[src/rtl/stream_mem_server.sv]
// Memory-side endpoint: request stream in, one word command per beat out, read data back as a response stream.
// Reads are credit-limited to RESP_DEPTH so the response FIFO can never overflow.

module stream_mem_server_fifo #(
    parameter int WIDTH = 8,
    parameter int DEPTH = 4
) (
    input  logic             i_clk,
    input  logic             i_rst,
    input  logic             i_push,
    input  logic [WIDTH-1:0] i_dat,
    input  logic             i_pop,
    output logic [WIDTH-1:0] o_dat,
    output logic             o_empty
);
    localparam int AW = $clog2(DEPTH);

    logic [WIDTH-1:0] r_mem [DEPTH];
    logic [AW-1:0]    r_wptr;
    logic [AW-1:0]    r_rptr;
    logic [AW:0]      r_count;

    always_ff @(posedge i_clk or posedge i_rst) begin
        if (i_rst) begin
            r_wptr  <= '0;
            r_rptr  <= '0;
            r_count <= '0;
        end else begin
            if (i_push) r_wptr <= r_wptr + AW'(1);
            if (i_pop)  r_rptr <= r_rptr + AW'(1);
            r_count <= r_count + {{AW{1'b0}}, i_push} - {{AW{1'b0}}, i_pop};
        end
    end

    always_ff @(posedge i_clk) begin
        if (i_push) r_mem[r_wptr] <= i_dat;
    end

    assign o_dat   = r_mem[r_rptr];
    assign o_empty = (r_count == '0);
endmodule

module stream_mem_server #(
    parameter int RESP_DEPTH = 4
) (
    input  logic         clk_in,
    input  logic         rst_in,
    input  logic [127:0] req_axis_data,
    input  logic         req_axis_tuser,
    input  logic         req_axis_valid,
    output logic         req_axis_ready,
    output logic [127:0] resp_axis_data,
    output logic         resp_axis_tuser,
    output logic         resp_axis_valid,
    input  logic         resp_axis_ready,
    output logic [26:0]  mem_addr,
    output logic [127:0] mem_wdata,
    output logic         mem_wen,
    output logic         mem_valid,
    input  logic         mem_ready,
    input  logic [127:0] mem_rdata,
    input  logic         mem_rvalid,
    output logic         proto_err,
    output logic         busy
);
    localparam int CW = $clog2(RESP_DEPTH + 1);

    typedef enum logic [1:0] {S_IDLE, S_RD, S_WR} state_t;

    state_t         r_state, w_state_nxt;
    logic [26:0]    r_cur_addr, w_addr_nxt;
    logic [26:0]    r_remaining, w_rem_nxt;
    logic [CW-1:0]  r_credits;
    logic           r_first_pending, w_first_nxt;
    logic           r_proto_err, w_err_nxt;

    logic           w_run;
    logic           w_req_rdy, w_mem_vld, w_mem_wen, w_hdr_take;
    logic           w_rd_issue, w_pop;
    logic           w_tag;
    logic           w_tagq_empty_unused;
    logic [128:0]   w_fifo_dat;
    logic           w_fifo_empty;

    logic           w_hdr_wen;
    logic [26:0]    w_hdr_len, w_hdr_addr;

    assign w_run      = ~rst_in;
    assign w_hdr_wen  = req_axis_data[0];
    assign w_hdr_len  = req_axis_data[27:1];
    assign w_hdr_addr = req_axis_data[54:28];

    always_comb begin
        w_state_nxt = r_state;
        w_addr_nxt  = r_cur_addr;
        w_rem_nxt   = r_remaining;
        w_first_nxt = r_first_pending;
        w_err_nxt   = r_proto_err;
        w_req_rdy   = 1'b0;
        w_mem_vld   = 1'b0;
        w_mem_wen   = 1'b0;
        w_hdr_take  = 1'b0;
        case (r_state)
            S_IDLE: begin
                w_req_rdy = 1'b1;
                if (req_axis_valid) begin
                    if (req_axis_tuser) w_hdr_take = 1'b1;
                    else                w_err_nxt  = 1'b1;
                end
            end
            S_RD: begin
                w_mem_vld = (r_credits != '0);
                if (w_mem_vld && mem_ready) begin
                    w_addr_nxt  = r_cur_addr + 27'd1;
                    w_rem_nxt   = r_remaining - 27'd1;
                    w_first_nxt = 1'b0;
                    if (r_remaining == 27'd1) w_state_nxt = S_IDLE;
                end
            end
            S_WR: begin
                w_mem_wen = 1'b1;
                // A header mid-burst abandons the rest of the write and starts over.
                if (req_axis_valid && req_axis_tuser) begin
                    w_req_rdy  = 1'b1;
                    w_hdr_take = 1'b1;
                    w_err_nxt  = 1'b1;
                end else begin
                    w_mem_vld = req_axis_valid;
                    w_req_rdy = mem_ready;
                    if (req_axis_valid && mem_ready) begin
                        w_addr_nxt = r_cur_addr + 27'd1;
                        w_rem_nxt  = r_remaining - 27'd1;
                        if (r_remaining == 27'd1) w_state_nxt = S_IDLE;
                    end
                end
            end
            default: w_state_nxt = S_IDLE;
        endcase
        if (w_hdr_take) begin
            w_addr_nxt = w_hdr_addr;
            w_rem_nxt  = w_hdr_len;
            if (w_hdr_len == 27'd0) begin
                w_state_nxt = S_IDLE;
            end else if (w_hdr_wen) begin
                w_state_nxt = S_WR;
            end else begin
                w_state_nxt = S_RD;
                w_first_nxt = 1'b1;
            end
        end
    end

    assign w_rd_issue = (r_state == S_RD) && w_mem_vld && mem_ready;
    assign w_pop      = resp_axis_valid && resp_axis_ready;

    always_ff @(posedge clk_in or posedge rst_in) begin
        if (rst_in) begin
            r_state         <= S_IDLE;
            r_cur_addr      <= '0;
            r_remaining     <= '0;
            r_credits       <= CW'(RESP_DEPTH);
            r_first_pending <= 1'b0;
            r_proto_err     <= 1'b0;
        end else begin
            r_state         <= w_state_nxt;
            r_cur_addr      <= w_addr_nxt;
            r_remaining     <= w_rem_nxt;
            r_first_pending <= w_first_nxt;
            r_proto_err     <= w_err_nxt;
            r_credits       <= r_credits + {{(CW-1){1'b0}}, w_pop}
                                         - {{(CW-1){1'b0}}, w_rd_issue};
        end
    end

    // First-beat tag follows each read command until its data returns.
    stream_mem_server_fifo #(.WIDTH(1), .DEPTH(RESP_DEPTH)) u_tag_q (
        .i_clk   (clk_in),
        .i_rst   (rst_in),
        .i_push  (w_rd_issue),
        .i_dat   (r_first_pending),
        .i_pop   (mem_rvalid & w_run),
        .o_dat   (w_tag),
        .o_empty (w_tagq_empty_unused)
    );

    stream_mem_server_fifo #(.WIDTH(129), .DEPTH(RESP_DEPTH)) u_resp_q (
        .i_clk   (clk_in),
        .i_rst   (rst_in),
        .i_push  (mem_rvalid & w_run),
        .i_dat   ({w_tag, mem_rdata}),
        .i_pop   (w_pop),
        .o_dat   (w_fifo_dat),
        .o_empty (w_fifo_empty)
    );

    assign req_axis_ready  = w_run & w_req_rdy;
    assign mem_valid       = w_run & w_mem_vld;
    assign mem_wen         = w_run & w_mem_wen;
    assign mem_addr        = r_cur_addr & {27{w_run}};
    assign mem_wdata       = req_axis_data & {128{w_run}};
    assign resp_axis_valid = w_run & ~w_fifo_empty;
    assign resp_axis_tuser = w_run & ~w_fifo_empty & w_fifo_dat[128];
    assign resp_axis_data  = w_fifo_dat[127:0] & {128{w_run}};
    assign proto_err       = w_run & r_proto_err;
    assign busy            = w_run & ((r_state != S_IDLE) || (r_credits != CW'(RESP_DEPTH)));
endmodule

[config.mk]
export PLATFORM = sky130hd
export DESIGN_NAME = stream_mem_server
export DESIGN_NICKNAME = d
export VERILOG_FILES = /design/src/rtl/stream_mem_server.sv
export SDC_FILE = /design/constraint.sdc
export NUM_CORES = 1
export LEC_CHECK = 0
export BUFFER_PORTS_ARGS = -buffer_cell sky130_fd_sc_hd__buf_2
export CAP_MARGIN = 25
export CORE_AREA = 2 2 216 218
export CTS_CLUSTER_DIAMETER = 30
export DETAILED_ROUTE_END_ITERATION = 8
export DIE_AREA = 0 0 218 220
export GPL_ROUTABILITY_DRIVEN = 0
export PLACE_DENSITY = 0.88
export SYNTH_ARGS = -nofsm -noshare
export SYNTH_HDL_FRONTEND = slang
export SYNTH_SLANG_ARGS = --single-unit
[constraint.sdc]
create_clock -name clk_in -period 14.9 [get_ports clk_in]
set_clock_uncertainty 0.05 [all_clocks]
set_input_delay 2.98 -clock clk_in [delete_from_list [all_inputs] [get_ports clk_in]]
set_output_delay 2.98 -clock clk_in [all_outputs]
set_load 0.02 [all_outputs]
## Word-level counts from Yosys, hierarchy flattened

Memories as Yosys holds them, arrays and structs flattened.
Cells that the tools add are included.

- $add $sub $neg: 10
- Multipliers: 0
- Divide/modulo/power cells: 0
- $lt $le $gt $ge: 0
- Equality and inequality tests: 11
- Shift operators: 0
- Mux-type cells: 40
- Bitwise operators: 13
- Reductions and logical operators: 17

Operators by type and width:

| operator | count |
|---|---|
| bitwise AND 128 bit | 2 |
| two-way mux 27 bit | 8 |
| one-hot mux 27 bit (2 select lines) | 2 |
| adder 27 x 1 -> 27 bit, second input constant | 1 |
| bitwise AND 27 bit | 1 |
| == test 27 x 1 -> 1 bit, second input constant | 1 |
| logical NOT 27 bit | 1 |
| subtractor 27 x 1 -> 27 bit, second input constant | 1 |
| two-way mux 1 bit | 18 |
| two-way mux 2 bit | 7 |
| != test 3 bit, second input constant | 4 |
| AND reduction 4 bit | 3 |
| adder 2 x 1 -> 2 bit, second input constant | 4 |
| bitwise AND 1 bit | 8 |
| != test 2 bit, second input constant | 4 |
| one-hot mux 1 bit (2 select lines) | 4 |
| adder 3 x 1 -> 3 bit | 2 |
| logical AND 1 bit | 6 |
| one-hot mux 2 bit (3 select lines) | 1 |
| nonzero test 3 bit | 2 |
| subtractor 3 x 1 -> 3 bit | 2 |
| nonzero test 2 bit | 2 |
| logical NOT 3 bit | 1 |
| == test 2 x 1 -> 1 bit, second input constant | 1 |
| other kinds (4) | 5 |

- Flip-flop bits (word level): 72
- Latch bits: 0
- Memory bits (writable): 520
- ROM bits: 0
- Bits of input ports: 263
- Memories: 2

Memory list:

| name | words | width | rd ports | clocked after Yosys merged registers in | write ports | line | source |
|---|---|---|---|---|---|---|---|
| u_resp_q.r_mem | 4 | 129 | 1 | 0 | 1 | 18 | `logic [WIDTH-1:0] r_mem [DEPTH];` |
| u_tag_q.r_mem | 4 | 1 | 1 | 0 | 1 | 18 |  |

## Longest topological paths before layout

- Depth after elaboration: 7
- Mapped depth: 13

## Hierarchy

A second synthesis with hierarchy kept.

- Cells, all modules: 1560
- Area total of the unflattened synthesis: 25401.9 um^2

Modules (own cells, without submodules):

| module | instances | cells an instance | area an instance (um^2) | seq. area each (um^2) |
|---|---|---|---|---|
| stream_mem_server_fifo (u_resp_q) | 1 | 708 | 18997.0 | 15670.0 |
| stream_mem_server | 1 | 813 | 5879.4 | 1527.7 |
| stream_mem_server_fifo (u_tag_q) | 1 | 39 | 525.5 | 295.3 |

## Least setup slack after synthesis

Ideal clock, no wire load.

- Kind: input port to output port
- Start: input rst_in
- End: output resp_axis_data[118]
- Arrival: 5.941 ns
- Data required time: 11.870 ns
- Slack: 5.929 ns
- Stages on the path: 4
- Buffers on the path: 2
- Cell sequence: clkbuf_1 inv_1 clkbuf_1 and2_1

- Word-level cells in the longest chain between the ends: 2

Ends and longest elaborated chain:

| element | line | source |
|---|---|---|
| start, declared | 47 | `input logic rst_in,` |
| inverter 1 bit | 88 | `assign w_run = ~rst_in;` |
| bitwise AND 128 bit | 203 | `assign resp_axis_data = w_fifo_dat[127:0] & {128{w_run}};` |
| end, declared | 52 | `output logic [127:0] resp_axis_data,` |

No other way between the ends.

## Worst setup path in the final report

- Start: input rst_in
- End: output resp_axis_data[91]

The elaborated chain is that of the path after synthesis.

==> impl_metrics.json <==
{
  "cts_tree": "yes",
  "grt_pass1_vias": 17400,
  "grtUsageTotal_pct": 31.07,
  "die_area_um2": 47960,
  "grt-ovfl-total": 0,
  "power.share.switching_pct": 31.80,
  "drive_gt1_share_pct": 40.63,
  "worstSetupStartpoint": "rst_in",
  "comb_power_share_pct": 26.4,
  "ant_nets": 0,
  "startpoint_type": "input pin",
  "slew_headroom_pct": 32.01,
  "setup_violations": 0,
  "grt_pass1_wl_mm": 108.7,
  "yosysTopAreaCell": "edfxtp_1",
  "switchingPower_w": 0.002010,
  "syn_to_final_growth_pct": 28.17,
  "cpPeakStageDelay_ns": 0.74,
  "drt-pass1-iter-count": 5,
  "seqCellArea_um2": 17430,
  "syn_area_um2": 25110,
  "synth.avg_cell_area_um2": 16.49,
  "maxCapViolations": 0,
  "synthArstFlopShare_pct": 12.16,
  "syn_inst": 1522,
  "cp_cell_sequence": "buf_4, inv_6, and2_1, buf_2",
  "path_max_fanout": 129,
  "ys_top_cells_by_area": "edfxtp_1, mux4_2, dfrtp_1",
  "cts_setup_buffers": 0,
  "die-width_um": 218,
  "yosysMostFrequentCell": "edfxtp_1",
  "drc": 0,
  "grt_max_degree": 130,
  "layout.nets": 2398,
  "worstHoldStart": "u_tag_q.r_rptr[1]",
  "p_seq_share_pct": 35.6,
  "post-route-min-period_ns": 7.958,
  "crit_path_end_kind": "output port",
  "antenna_found_initial": 33,
  "final_max_slew_viol_count": 0,
  "pin_count": 553,
  "htreeDepth": 3,
  "tightestPinTransition_ns": 1.020,
  "timing.rr.start": "r_state[0]",
  "path_class": "input pin to output port",
  "multiInputGateArea_um2": 7278,
  "yosys_warnings": 0,
  "portBuffers": 552,
  "worstPathArrival_ns": 4.93,
  "fill_cells": 2830,
  "synth_commonest_cells": "edfxtp_1, nor2b_1, and2_1",
  "p_leak_nw": 12.27,
  "fmax_mhz": 125.7,
  "vias": 17350,
  "ir_worst_vdd_uv": 164.2,
  "required_ns": 11.87,
  "rows": 79,
  "holdWs_ns": 0.4310,
  "synth_edf_count": 520,
  "fp.coreArea_um2": 45860,
  "p_per_area_nw_per_um2": 196.4,
  "rsz0062_at_grt": "false",
  "crit_path_top_delay_cell": "buf_4",
  "clk_latency_ns": 0.63,
  "yosysUniqueCellTypes": 65,
  "internal_power_w": 0.004310,
  "postCtsHoldBufs": 0,
  "die_h_um": 220,
  "synth_flop_cell": "edfxtp_1",
  "cts_resized": 0,
  "drt_iter0_drc": 1640,
  "dpl.hpwl_mm": 45.46,
  "syn_nets": 1805,
  "min_period_over_period_pct": 53.41,
  "synth-seq-cells": 592,
  "cts_inserted_buffers": 104,
  "wl_per_cell_um": 26.96,
  "hold_path_class": "register to register",
  "start_util_pct": 54.74,
  "cts_root_buf": "clkbuf_16",
  "cts_sinks": 592,
  "clkPwrFrac_pct": 38.0,
  "via_per_inst": 6.115,
  "ys_seq_area_share_pct": 69.38,
  "hold_viol_final": 0,
  "clk_path_buf_depth": 3,
  "status": "finished clean",
  "finalSetupTns_ns": 0,
  "yosysTopAreaCellShare_pct": 62.20,
  "drt-total-wl_mm": 76.50,
  "path_clk_slew_ns": 0.04
}
[registers in the layout, indices dropped and copies added, names as in the netlist, 2 cells and up]
| register | flops |
|---|---|
| u_resp_q.r_mem | 516 |
| r_remaining | 27 |
| u_tag_q.r_mem | 4 |
| u_tag_q.r_wptr | 2 |
| r_cur_addr | 27 |
| u_resp_q.r_count | 3 |
| u_resp_q.r_rptr | 2 |
| r_credits | 3 |
| r_state | 2 |
| u_tag_q.r_rptr | 2 |
| u_resp_q.r_wptr | 2 |
[layout by cell type (no fill, tap or decap), types with 6 or more instances in the layout]
master	count
o21ai_0	21
nand4_1	13
nor3_1	12
a2bb2oi_1	11
clkinv_2	16
nor2_1	36
nand2_1	59
inv_1	22
edfxtp_1	520
o22ai_1	22
diode_2	25
nand2b_1	6
a21oi_1	49
nor4_1	14
ha_1	18
clkbuf_1	19
clkinv_1	9
nor2b_1	155
inv_6	9
o211ai_1	9
xnor2_1	8
mux4_2	130
nand3_1	24
dfrtp_1	69
buf_4	19
buf_2	551
and3_1	6
clkbuf_16	105
clkinvlp_4	14
a22oi_1	7
and2_1	139
bufinv_16	13
or3_1	8
[metal layers]
layer	share of wire (%)	track usage [%]	up-vias	wire length, um
li1	-	-	7143	-
met1	34	36.46	8676	26160
met2	50	51.46	1224	38550
met3	9.9	8.972	279	7554
met4	5.3	17.87	26	4072
met5	0.21	0	-	157
[cell families (layout without fill, tap and decap cells)]
family          count (synthesis)  in the layout  share of synthesized area (%)
simple gates                  495            495                          11.43
compound gates                163            163                          4.336
buf+inv                       110            793                          1.699
other cells                     0             25                              0
fa+ha+maj                      20             20                          1.057
xor+xnor                       10             10                         0.3489
flops                         592            592                          69.38
mux                           132            132                          11.75
[critical path: cells and delay by family]
family	cells	cell delay [ns]
AND/OR/NAND/NOR	1	0.37
buffers and inverters	3	1.39
[power by group through the flow]
stage / clock (W) / sequential [W] / combinational [W]
floorplan: 0 / 0.00220 / 0.00116
global placement: 0 / 0.00226 / 0.00154
detailed placement: 0 / 0.00226 / 0.00163
CTS: 0.00242 / 0.00224 / 0.00167
global route: 0.00249 / 0.00227 / 0.00177
finish: 0.00240 / 0.00225 / 0.00167
[final cells by class]
| type | count | area share [%] |
|---|---|---|
| Antenna cell | 25 | 0.1944 |
| Sequential cell | 592 | 54.15 |
| Clock inverter | 71 | 2.640 |
| Timing Repair Buffer | 574 | 9.317 |
| Clock buffer | 125 | 8.430 |
| Inverter | 23 | 0.2839 |
| Tap cell | 607 | 2.360 |
| Multi-Input combinational cell | 820 | 22.62 |
[path summary, 6_finish.rpt]
| path | end | slack, ns | cells past startpoint |
|---|---|---|---|
| min reg2reg | u_tag_q.r_rptr[1] | 0.43 | 1 |
| max reg2reg | r_cur_addr[15] | 11.61 | 8 |
| max in group asynchronous | r_cur_addr[18] | 10.82 | 4 |
| max | resp_axis_data[91] | 6.94 | 4 |
| min | u_tag_q.r_rptr[1] | 0.43 | 1 |
| min in group asynchronous | u_resp_q.r_count[0] | 3.37 | 3 |
[through the flow]
step / total power, W / util (%) / cell area [um2] / cells / setup WS [ns]
floorplan: 0.003365 / - / 25110 / 1522 / 5.929
finish: 0.006321 / 70.16 / 32180 / 2837 / 6.942
global placement: 0.003802 / 62.04 / 28450 / 2612 / 7.150
CTS: 0.006332 / 69.96 / 32090 / 2811 / 7.034
detailed placement: 0.003887 / 62.19 / 28520 / 2615 / 7.070
global route: 0.006532 / 70.11 / 32150 / 2828 / 6.903
No activity file was read; power rests on OpenSTA's default activity.
